### config.mk
export PLATFORM = sky130hd
export DESIGN_NAME = lcd_update_ctrl
export DESIGN_NICKNAME = d
export VERILOG_FILES = /design/src/rtl/lcd_pkg.sv /design/src/rtl/lcd_holdoff_timer.sv /design/src/rtl/lcd_update_ctrl.sv
export SDC_FILE = /design/constraint.sdc
export NUM_CORES = 1
export LEC_CHECK = 0
export ABC_AREA = 1
export CORE_MARGIN = 2
export CORE_UTILIZATION = 60
export CTS_BUF_LIST = sky130_fd_sc_hd__clkbuf_2
export CTS_CLUSTER_DIAMETER = 60
export DETAILED_ROUTE_END_ITERATION = 8
export PLACE_DENSITY = 0.87
export SKIP_LAST_GASP = 1
export SYNTH_ARGS = -nofsm -noshare
export SYNTH_HDL_FRONTEND = slang
export SYNTH_HIERARCHICAL = 1
export SYNTH_SLANG_ARGS = --single-unit
### constraint.sdc
create_clock -name Clk -period 3.9 [get_ports Clk]
set_clock_uncertainty 0.1 [all_clocks]
set_input_delay 0.78 -clock Clk [delete_from_list [all_inputs] [get_ports Clk]]
set_output_delay 0.78 -clock Clk [all_outputs]
set_load 0.05 [all_outputs]
### src/rtl/lcd_pkg.sv
// Shared definitions for the LCD update path: controller state encoding and the
// default displayed-value width, also used by the display stage.
package lcd_pkg;

  localparam int DATA_W_DEF = 10;

  typedef enum logic [1:0] {
    S_IDLE = 2'd0,
    S_REQ  = 2'd1,
    S_REL  = 2'd2
  } lcd_state_t;

endpackage

### src/rtl/lcd_holdoff_timer.sv
// Saturating down-counter that enforces the minimum spacing between the starts
// of successive LCD update requests; Ready is high once the count reaches zero.
module lcd_holdoff_timer
  import lcd_pkg::*;
#(
  parameter int REFRESH_CYCLES = 5000000,
  parameter int CNT_W          = 23
) (
  input  logic Clk,
  input  logic Rst,
  input  logic Load,
  output logic Ready
);

  localparam logic [CNT_W-1:0] LOAD_VAL = CNT_W'(REFRESH_CYCLES - 1);

  logic [CNT_W-1:0] cnt_q, cnt_d;

  always_comb begin
    cnt_d = cnt_q;
    if (Load) begin
      cnt_d = LOAD_VAL;
    end else if (cnt_q != '0) begin
      cnt_d = cnt_q - 1'b1;
    end
  end

  always_ff @(posedge Clk or posedge Rst) begin
    if (Rst) begin
      cnt_q <= '0;
    end else begin
      cnt_q <= cnt_d;
    end
  end

  assign Ready = (cnt_q == '0);

endmodule

### src/rtl/lcd_update_ctrl.sv
// Captures the two processor-written values and paces four-phase update
// requests to the LCD display stage. Define LCD_CHANGE_FILTER_EN to ignore
// writes that do not change a value.
//   state  | meaning
//   S_IDLE | no request outstanding; start one when Dirty and holdoff Ready
//   S_REQ  | LCDUpdate high, data frozen, waiting for LCDAck
//   S_REL  | LCDUpdate low, waiting for LCDAck to drop
module lcd_update_ctrl
  import lcd_pkg::*;
#(
  parameter int DATA_W         = DATA_W_DEF,
  parameter int REFRESH_CYCLES = 5000000,
  parameter int CNT_W          = 23
) (
  input  logic              Clk,
  input  logic              Rst,
  input  logic [DATA_W-1:0] Val0,
  input  logic              Val0Wr,
  input  logic [DATA_W-1:0] Val1,
  input  logic              Val1Wr,
  output logic [DATA_W-1:0] DataOut_X,
  output logic [DATA_W-1:0] DataOut_Y,
  output logic              LCDUpdate,
  input  logic              LCDAck,
  output logic              Busy
);

  lcd_state_t        state_q, state_d;
  logic [DATA_W-1:0] shadow0_q, shadow0_d;
  logic [DATA_W-1:0] shadow1_q, shadow1_d;
  logic [DATA_W-1:0] data_x_q, data_x_d;
  logic [DATA_W-1:0] data_y_q, data_y_d;
  logic              update_q, update_d;
  logic              busy_q, busy_d;
  logic              dirty_q, dirty_d;
  logic              set0, set1;
  logic              load;
  logic              ready;

  lcd_holdoff_timer #(
    .REFRESH_CYCLES (REFRESH_CYCLES),
    .CNT_W          (CNT_W)
  ) u_holdoff (
    .Clk   (Clk),
    .Rst   (Rst),
    .Load  (load),
    .Ready (ready)
  );

`ifdef LCD_CHANGE_FILTER_EN
  assign set0 = Val0Wr && (Val0 != shadow0_q);
  assign set1 = Val1Wr && (Val1 != shadow1_q);
`else
  assign set0 = Val0Wr;
  assign set1 = Val1Wr;
`endif

  always_comb begin
    state_d   = state_q;
    shadow0_d = shadow0_q;
    shadow1_d = shadow1_q;
    data_x_d  = data_x_q;
    data_y_d  = data_y_q;
    update_d  = update_q;
    dirty_d   = dirty_q;
    load      = 1'b0;

    unique case (state_q)
      S_IDLE: begin
        if (dirty_q && ready) begin
          data_x_d = shadow0_q;
          data_y_d = shadow1_q;
          update_d = 1'b1;
          dirty_d  = 1'b0;
          load     = 1'b1;
          state_d  = S_REQ;
        end
      end
      S_REQ: begin
        if (LCDAck) begin
          update_d = 1'b0;
          state_d  = S_REL;
        end
      end
      S_REL: begin
        if (!LCDAck) begin
          state_d = S_IDLE;
        end
      end
      default: begin
        update_d = 1'b0;
        state_d  = S_IDLE;
      end
    endcase

    // Capture runs in every state; a same-edge write wins over the clear above.
    if (Val0Wr) shadow0_d = Val0;
    if (Val1Wr) shadow1_d = Val1;
    if (set0 || set1) dirty_d = 1'b1;

    busy_d = (state_d != S_IDLE);
  end

  always_ff @(posedge Clk or posedge Rst) begin
    if (Rst) begin
      state_q   <= S_IDLE;
      shadow0_q <= '0;
      shadow1_q <= '0;
      data_x_q  <= '0;
      data_y_q  <= '0;
      update_q  <= 1'b0;
      busy_q    <= 1'b0;
      dirty_q   <= 1'b1;
    end else begin
      state_q   <= state_d;
      shadow0_q <= shadow0_d;
      shadow1_q <= shadow1_d;
      data_x_q  <= data_x_d;
      data_y_q  <= data_y_d;
      update_q  <= update_d;
      busy_q    <= busy_d;
      dirty_q   <= dirty_d;
    end
  end

  assign DataOut_X = data_x_q;
  assign DataOut_Y = data_y_q;
  assign LCDUpdate = update_q;
  assign Busy      = busy_q;

endmodule

# Yosys cells after proc, flatten, opt, wreduce, memory -nomap -nowiden
# Cells that the tools add are included.
[op_classes]
n_mux = 14
n_bitwise = 1
add_sub_neg = 1
eq_ne = 4
reduce_logical = 12
[op_table]
columns = ["operator", "count"]
rows = [
  ["23-bit two-way mux", 2],
  ["23-bit logical NOT", 1],
  ["23-bit nonzero test", 1],
  ["23-bit by 1-bit subtractor with 23-bit output (second input constant)", 1],
  ["2-bit nonzero test", 4],
  ["1-bit two-way mux", 7],
  ["2-bit two-way mux", 3],
  ["2-bit one-hot mux with 3 select lines", 1],
  ["2-bit != test (second input constant)", 2],
  ["2-bit AND reduction", 2],
  ["1-bit one-hot mux with 3 select lines", 1],
  ["3-bit AND reduction", 1],
  ["2-bit by 1-bit == test with 1-bit output (second input constant)", 1],
  ["2-bit == test (second input constant)", 1],
  ["2-bit logical NOT", 1],
  ["1-bit logical AND", 1],
  ["1-bit logical OR", 1],
  ["1-bit NOT", 1],
]
[totals]
elab_cells = 41
output_inout_bits = 22
regBits = 68

# Longest topological paths before layout
# Gate-level depths: netlist of run 1.
[depth]
word_depth = 5
ltp_mapped = 16
depth_no_buf = 14

# By module
# Netlist of run 1, hierarchy kept.
[modules_own_cells]
columns = ["mod", "instances", "seq_area_each_um2", "area_each_um2", "cells_each"]
rows = [
  ["lcd_update_ctrl", 1, 1127.3, 1790.5, 196],
  ["lcd_holdoff_timer", 1, 575.6, 1493.9, 203],
]

# Least setup slack after synthesis of run 1
# No wires, ideal clock.
[synth_path]
kind = "reg2reg"
startpoint = "register u_holdoff.cnt_q[0]"
endpoint = "register u_holdoff.cnt_q[6]"
arrival_ps = 2265
stages_incl_launch_ff = 17
required_time_ps = 3685
path_slack_ps = 1420
n_path_buf = 3
path_cell_list = "dfrtp_1 -> inv_1 -> ha_1 -> nand2_2 -> nor2_1 -> nand3_4 -> inv_1 -> nand2_1 -> inv_2 -> nand2_4 -> buf_6 -> inv_1 -> buf_2 -> inv_1 -> buf_2 -> nand4_1 -> inv_1"
[synth_via]
elab_chain_len = 5
[synth_rtl]
columns = ["element", "line", "text"]
rows = [
  ["from (decl)", "lcd_holdoff_timer.sv:17", "logic [CNT_W-1:0] cnt_q, cnt_d;"],
  ["from (signal assigned)", "lcd_holdoff_timer.sv:32", "cnt_q <= cnt_d;"],
  ["23-bit logical NOT (*)", "lcd_holdoff_timer.sv:36", "assign Ready = (cnt_q == '0);"],
  ["named net ready", "lcd_update_ctrl.sv:38", "logic ready;"],
  ["1-bit logical AND (*)", "lcd_update_ctrl.sv:70", "if (dirty_q && ready) begin"],
  ["1-bit two-way mux (*)", "lcd_update_ctrl.sv:70", ""],
  ["1-bit two-way mux (*)", "lcd_update_ctrl.sv:68", "unique case (state_q)"],
  ["named net load", "lcd_update_ctrl.sv:37", "logic load;"],
  ["23-bit two-way mux / 2-bit nonzero test (equally long branches)", "-", ""],
]
# The timed path passes the listed nets; every way through them passes the cells marked *. The select of a mux whose other input is x is not followed.
# A chain may end at the register's enable or synchronous reset.

# Worst setup path after layout of run 1
[layout_path]
startpoint = "register u_holdoff.cnt_q[0]"
endpoint = "register u_holdoff.cnt_q[11]"
# The elaborated chain is that of the path after synthesis.

==> run metrics, run 1 <==
Clk pin slew, worst setup/hold paths 0.21 ns; GR Util All Layers between 20% and 30%; R2R Setup Slk 0.86 ns; initial core utilization 63.1%; Layout Cells excl Fill 521; grt total ovfl 0; CP top delay family buffers and inverters; Syn Area/Cell 8.23 um^2; fmax 0.329 GHz; CP arrival 3.39 ns; Syn-to-layout area delta 19.8%; CP Capture Type register; clock sink count 68; Sequential Power Share 45.5%; Ys Warns 6; Syn Std Cell Area approximately 3300 um^2; Vias/cell around 5.3; Synth Instances 399; H-tree depth 3; max_cap viols 0; hold depth 2; prevailing post-synth register cell dfrtp_1; Max Buffers Root-to-Sink 2; drt pass-1 iters 4; Post-route DRC 0; wire per inst 13.6 um; combinational share of power 28.4%; LEAKAGE 2.00 nW; switching power roughly 0.77 mW; synth unique cells 30; Seq/Total Area, Yosys about half; Die Area 6080 um^2; final hold vios 0; CTS tree built; Root Driver clkbuf_2; Synth top area share 51.0%; row count 26; placed cell count 505; largest fanout on the critical path 25; first-pass GRT wire length 12300 um; setup violators final 0; Yosys top cell by area dfrtp_1; I/O Buffers 46; top cells by area, synth dfrtp_1 51%, nand2_1 12%, nand3_1 7.0%, inv_1 5.8%, nor2_1 4.3%; CP most frequent cell inv_1; RSZ-0062 raised after global routing false; die extent in x slightly below 80 um; Initial DRC Count 218; Setup TNS 0 ns; dpl ws 0.944 ns; final estimated routing congestion in global placement ~0.94; worst stage delay on the critical path 0.43 ns; Max transition margin 40.6%; EDFF count, synth 0; post-route minimum period slightly above 3 ns; Pint 1.32 mW; most common cell after layout, fill and taps aside nand2_1; antenna-violating nets left 0; Detailed Route WL 7080 um; largest net degree at the start of global routing 46; clock share of power between 20% and 30%; fraction of layout cells with a size suffix above 1 10.4%; hold crit path type reg2reg; DP Wirelength 4930 um; antenna violations before repair 0; Via Count 2764; height of the chip about 78 um; number of synthesized register bits 68; startpoint type of the worst setup path register; post-CTS setup buffer count 0; Worst Max-Slew Pin Slew 0.891 ns; WP depth 14; run status finished clean; I/O Pins 47; Hold-fix buffers, CTS 0; Synth async-reset ratio 100%; WP data required 4.26 ns; commonest cells after routing, fill and taps aside 104 x nand2_1, 67 x dfrtp_1, 50 x inv_1; number of global-route vias before repair 2727; cell count of the worst reg-to-reg path 14; syn nets 425; CP bufs+invs 6; CTS Buf Count 9; fin nets between 400 and 500; crit-path cells inv_1 -> ha_1 -> nand2_2 -> nor2_1 -> nand3_4 -> inv_1 -> nand2_1 -> inv_2 -> nand2_4 -> inv_1 -> inv_1 -> nand3_1 -> nand2_1 -> inv_1; Resized cells post-CTS 0; final worst setup slack 0.862 ns; Core Util, Final 75.6%; core area 5200 um^2; WHS 0.399 ns; worst skew pair latency 0.52 ns; Crit Path Category reg2reg; period utilization between 70% and 80%; Switching Fraction 36.9%; power per cell area approximately 530 nW/um^2; Max Slew Vio Count 0; CP max stage cell dfrtp_1; diode count 0; Max VDD drop 0.303 mV
[layout make-up]
cell class              count  area (um^2)
clock buffers              10         50.0
inverters                  53          199
fillers                   395         1270
flip-flops and latches     68         1700
well taps                  70         87.6
multi-input cells         266         1310
repair buffers             48          475
clock inverters             6          113
[flip-flops by register name, indices dropped and copies added, names as in the netlist]
register and count:
state_q 2, DataOut_Y 10, LCDUpdate 1, Busy 1, shadow0_q 10, dirty_q 1, shadow1_q 10, DataOut_X 10
u_holdoff/cnt_q 23
[power by group through the flow]
stage                     Combinational (mW)  Clock [mW]  Sequential (mW)
after global placement                 0.576           0            0.958
final                                  0.596       0.546            0.954
after detailed placement               0.593           0            0.964
after global routing                   0.678       0.582            0.969
after CTS                              0.597       0.551            0.951
after floorplan                        0.418           0            0.972
[routing by layer]
metal,vias up,track usage (%),wire length (um)
met5,-,0,0
met4,0,12.5,139
met3,14,5.47,376
met2,87,41.1,3500
met1,1312,34.6,3070
li1,1351,-,-
[kinds of logic after synthesis]
| family | share of synthesized area [%] |
|---|---|
| AOI/OAI and AO/OA | 5.94 |
| DFF | 51.8 |
| adders and majority gates | 0.381 |
| buffers and inverters | 8.34 |
| xor gates and xnor gates | 0.533 |
| and+or+nand+nor | 33.0 |
[per-stage QoR]
stage	cell area [um^2]	power (mW)
CTS	3940	2.10
global route	3940	2.23
global placement	3770	1.53
floorplan	3280	1.39
detailed placement	3770	1.56
finish	3940	2.10
[worst reg2reg max path, cell delays in order (launching register included)]
cell	delay, ns
dfrtp_1	0.43
inv_1	0.16
ha_1	0.30
nand2_2	0.15
nor2_1	0.21
nand3_4	0.15
inv_1	0.12
nand2_1	0.08
inv_2	0.08
nand2_4	0.16
inv_1	0.39
inv_1	0.34
nand3_1	0.19
nand2_1	0.06
inv_1	0.05
[cell usage after synthesis (all sizes together), types with 2 or more instances]
cell,count
clkbuf,2
nand4,7
nand3b,3
dfrtp,67
buf,10
nor3,2
o21ai,26
nand2,112
a21o,3
a21oi,7
nor2,52
inv,53
nand3,49
[worst paths after layout]
path | end | from
worst min-delay path | dirty_q | dirty_q
min in group asynchronous | state_q[1] | Rst
worst max-delay path | u_holdoff/cnt_q[11] | u_holdoff/cnt_q[0]
worst max register to register | u_holdoff/cnt_q[11] | u_holdoff/cnt_q[0]
max in group asynchronous | u_holdoff/cnt_q[19] | Rst
worst min register to register | dirty_q | dirty_q
Note: power is estimated with default switching activity, not from simulation.
==> run 2, diff against run 1 <==
- CORE_UTILIZATION: 60 -> 56
- PLACE_DENSITY: 0.87 -> 0.82
- clock period: 3.9 -> 3.15 ns (I/O delays scaled with it)
==> run metrics, run 2 (synthesized netlist as in run 1, its figures left out) <==
largest fanout on the critical path 21; WHS 0.383 ns; Max Slew Vio Count 0; row count 27; CTS Buf Count 9; Crit Path Category reg2reg; CP endpoint u_holdoff/cnt_q[11]; startpoint type of the worst setup path register; Setup TNS 0 ns; post-CTS setup buffer count 0; RSZ-0062 raised after global routing false; post-route minimum period 2.63 ns; antenna-violating nets left 0; R2R Setup Slk approximately 0.52 ns; Reg-to-Reg End u_holdoff/cnt_q[11]; final worst setup slack 0.523 ns; Syn-to-layout area delta 19.3%; power per cell area around 640 nW/um^2; largest net degree at the start of global routing 25; diode count 0; cell count of the worst reg-to-reg path 14; setup violators final 0; Root Driver clkbuf_2; WP data required 3.49 ns; LEAKAGE 1.98 nW; I/O Buffers 46; final estimated routing congestion in global placement 0.898; Final Instance Area 3920 um^2; Seq. cell area ~1700 um^2; run status finished clean; clock sink count 68; Max transition margin 39.7%; first-pass GRT wire length 12200 um; number of global-route vias before repair roughly 2700; antenna violations before repair 0; DP Wirelength between 5000 and 6000 um; RR Startpoint u_holdoff/cnt_q[0]; max_cap viols 0; Vias/cell 5.20; Max Buffers Root-to-Sink 2; most common cell after layout, fill and taps aside nand2_1; Core Util, Final 70.3%; placed cell count between 500 and 600; fraction of layout cells with a size suffix above 1 between 10 and 15%; I/O Pins 47; Cell Area, Placed 3780 um^2; CP Capture Type register; Multi-input gate area 1310 um^2; Initial DRC Count approximately 200; fin nets roughly 470; initial core utilization 58.9%; Max VDD drop 0.366 mV; fmax 0.381 GHz; Clk pin slew, worst setup/hold paths roughly 0.21 ns; Pwr Total approximately 2.5 mW; grt total ovfl 0; GR Util All Layers 24.6%; Resized cells post-CTS 0; Worst Max-Slew Pin Slew 0.904 ns; height of the chip just over 80 um; largest register by flop count u_holdoff/cnt_q; period utilization between 80 and 90%; Hold-fix buffers, CTS 0; H-tree depth 3; Crit. Startpoint u_holdoff/cnt_q[0]; core area around 5600 um^2; wire per inst 13.7 um; worst skew pair latency 0.49 ns; hold crit path type in2async; drt pass-1 iters 5; Via Count 2727; dpl ws ~0.57 ns; CTS tree built; Die Area 6490 um^2; die extent in x 80.6 um; Detailed Route WL around 7200 um; commonest cells after routing, fill and taps aside 104 x nand2_1, 67 x dfrtp_1, 50 x inv_1; final hold vios 0; Layout Cells excl Fill 524; CP arrival 2.97 ns; Post-route DRC 0; max FFs per register 23; # fillers 478
-- run 2: cell types whose count changed in the layout (fill, tap and decap cells not counted), sizes merged --
cell and change:
clkinvlp +2, bufinv -1, buf +1, clkbuf -1
-- run 2: layout make-up --
class                   count  area share [%]
flip-flops and latches     68            43.5
inverters                  53            5.08
well taps                  72            2.30
clock inverters             7            2.33
clock buffers               9            1.15
repair buffers             49            12.3
multi-input cells         266            33.4
-- run 2: per-layer routing --
layer	GRT usage (%)	wire length, um	part of all wire (%)	up-vias
li1	-	-	-	1356
met1	30.8	3170	44	1298
met2	41.7	3650	51	71
met3	6.40	309	4.3	2
met4	7.97	22	0.31	0
met5	0	0	0	-
-- run 2: worst max-delay path: stages (launching register included) --
cell     delay, ns
dfrtp_1       0.42
inv_1         0.17
ha_1          0.30
nand2_2       0.14
nor2_1        0.20
nand3_4       0.14
inv_1         0.10
nand2_1       0.06
inv_2         0.29
nand2_4       0.06
inv_1         0.08
inv_1         0.22
nand3_1       0.18
nand2_1       0.06
inv_1         0.04
-- run 2: power breakdown --
part,total (mW),leakage [nW],switching [mW],internal [mW]
Clock,0.577,0.0732,0.318,0.258
Combinational,0.740,1.04,0.471,0.268
Sequential,1.18,0.863,0.155,1.02
-- run 2: worst min-delay path by stage --
stage	from	end	slack [ns]	cells after the start
2_1_floorplan	u_holdoff/cnt_q[22]	u_holdoff/cnt_q[22]	0.34	2
3_3_place_gp	dirty_q	dirty_q	0.35	2
3_5_place_dp	DataOut_X[9]	DataOut_X[9]	0.36	2
4_1_cts	Rst	shadow0_q[0]	0.36	2
5_1_grt	Rst	shadow0_q[0]	0.41	2
6_report	Rst	shadow0_q[0]	0.38	2
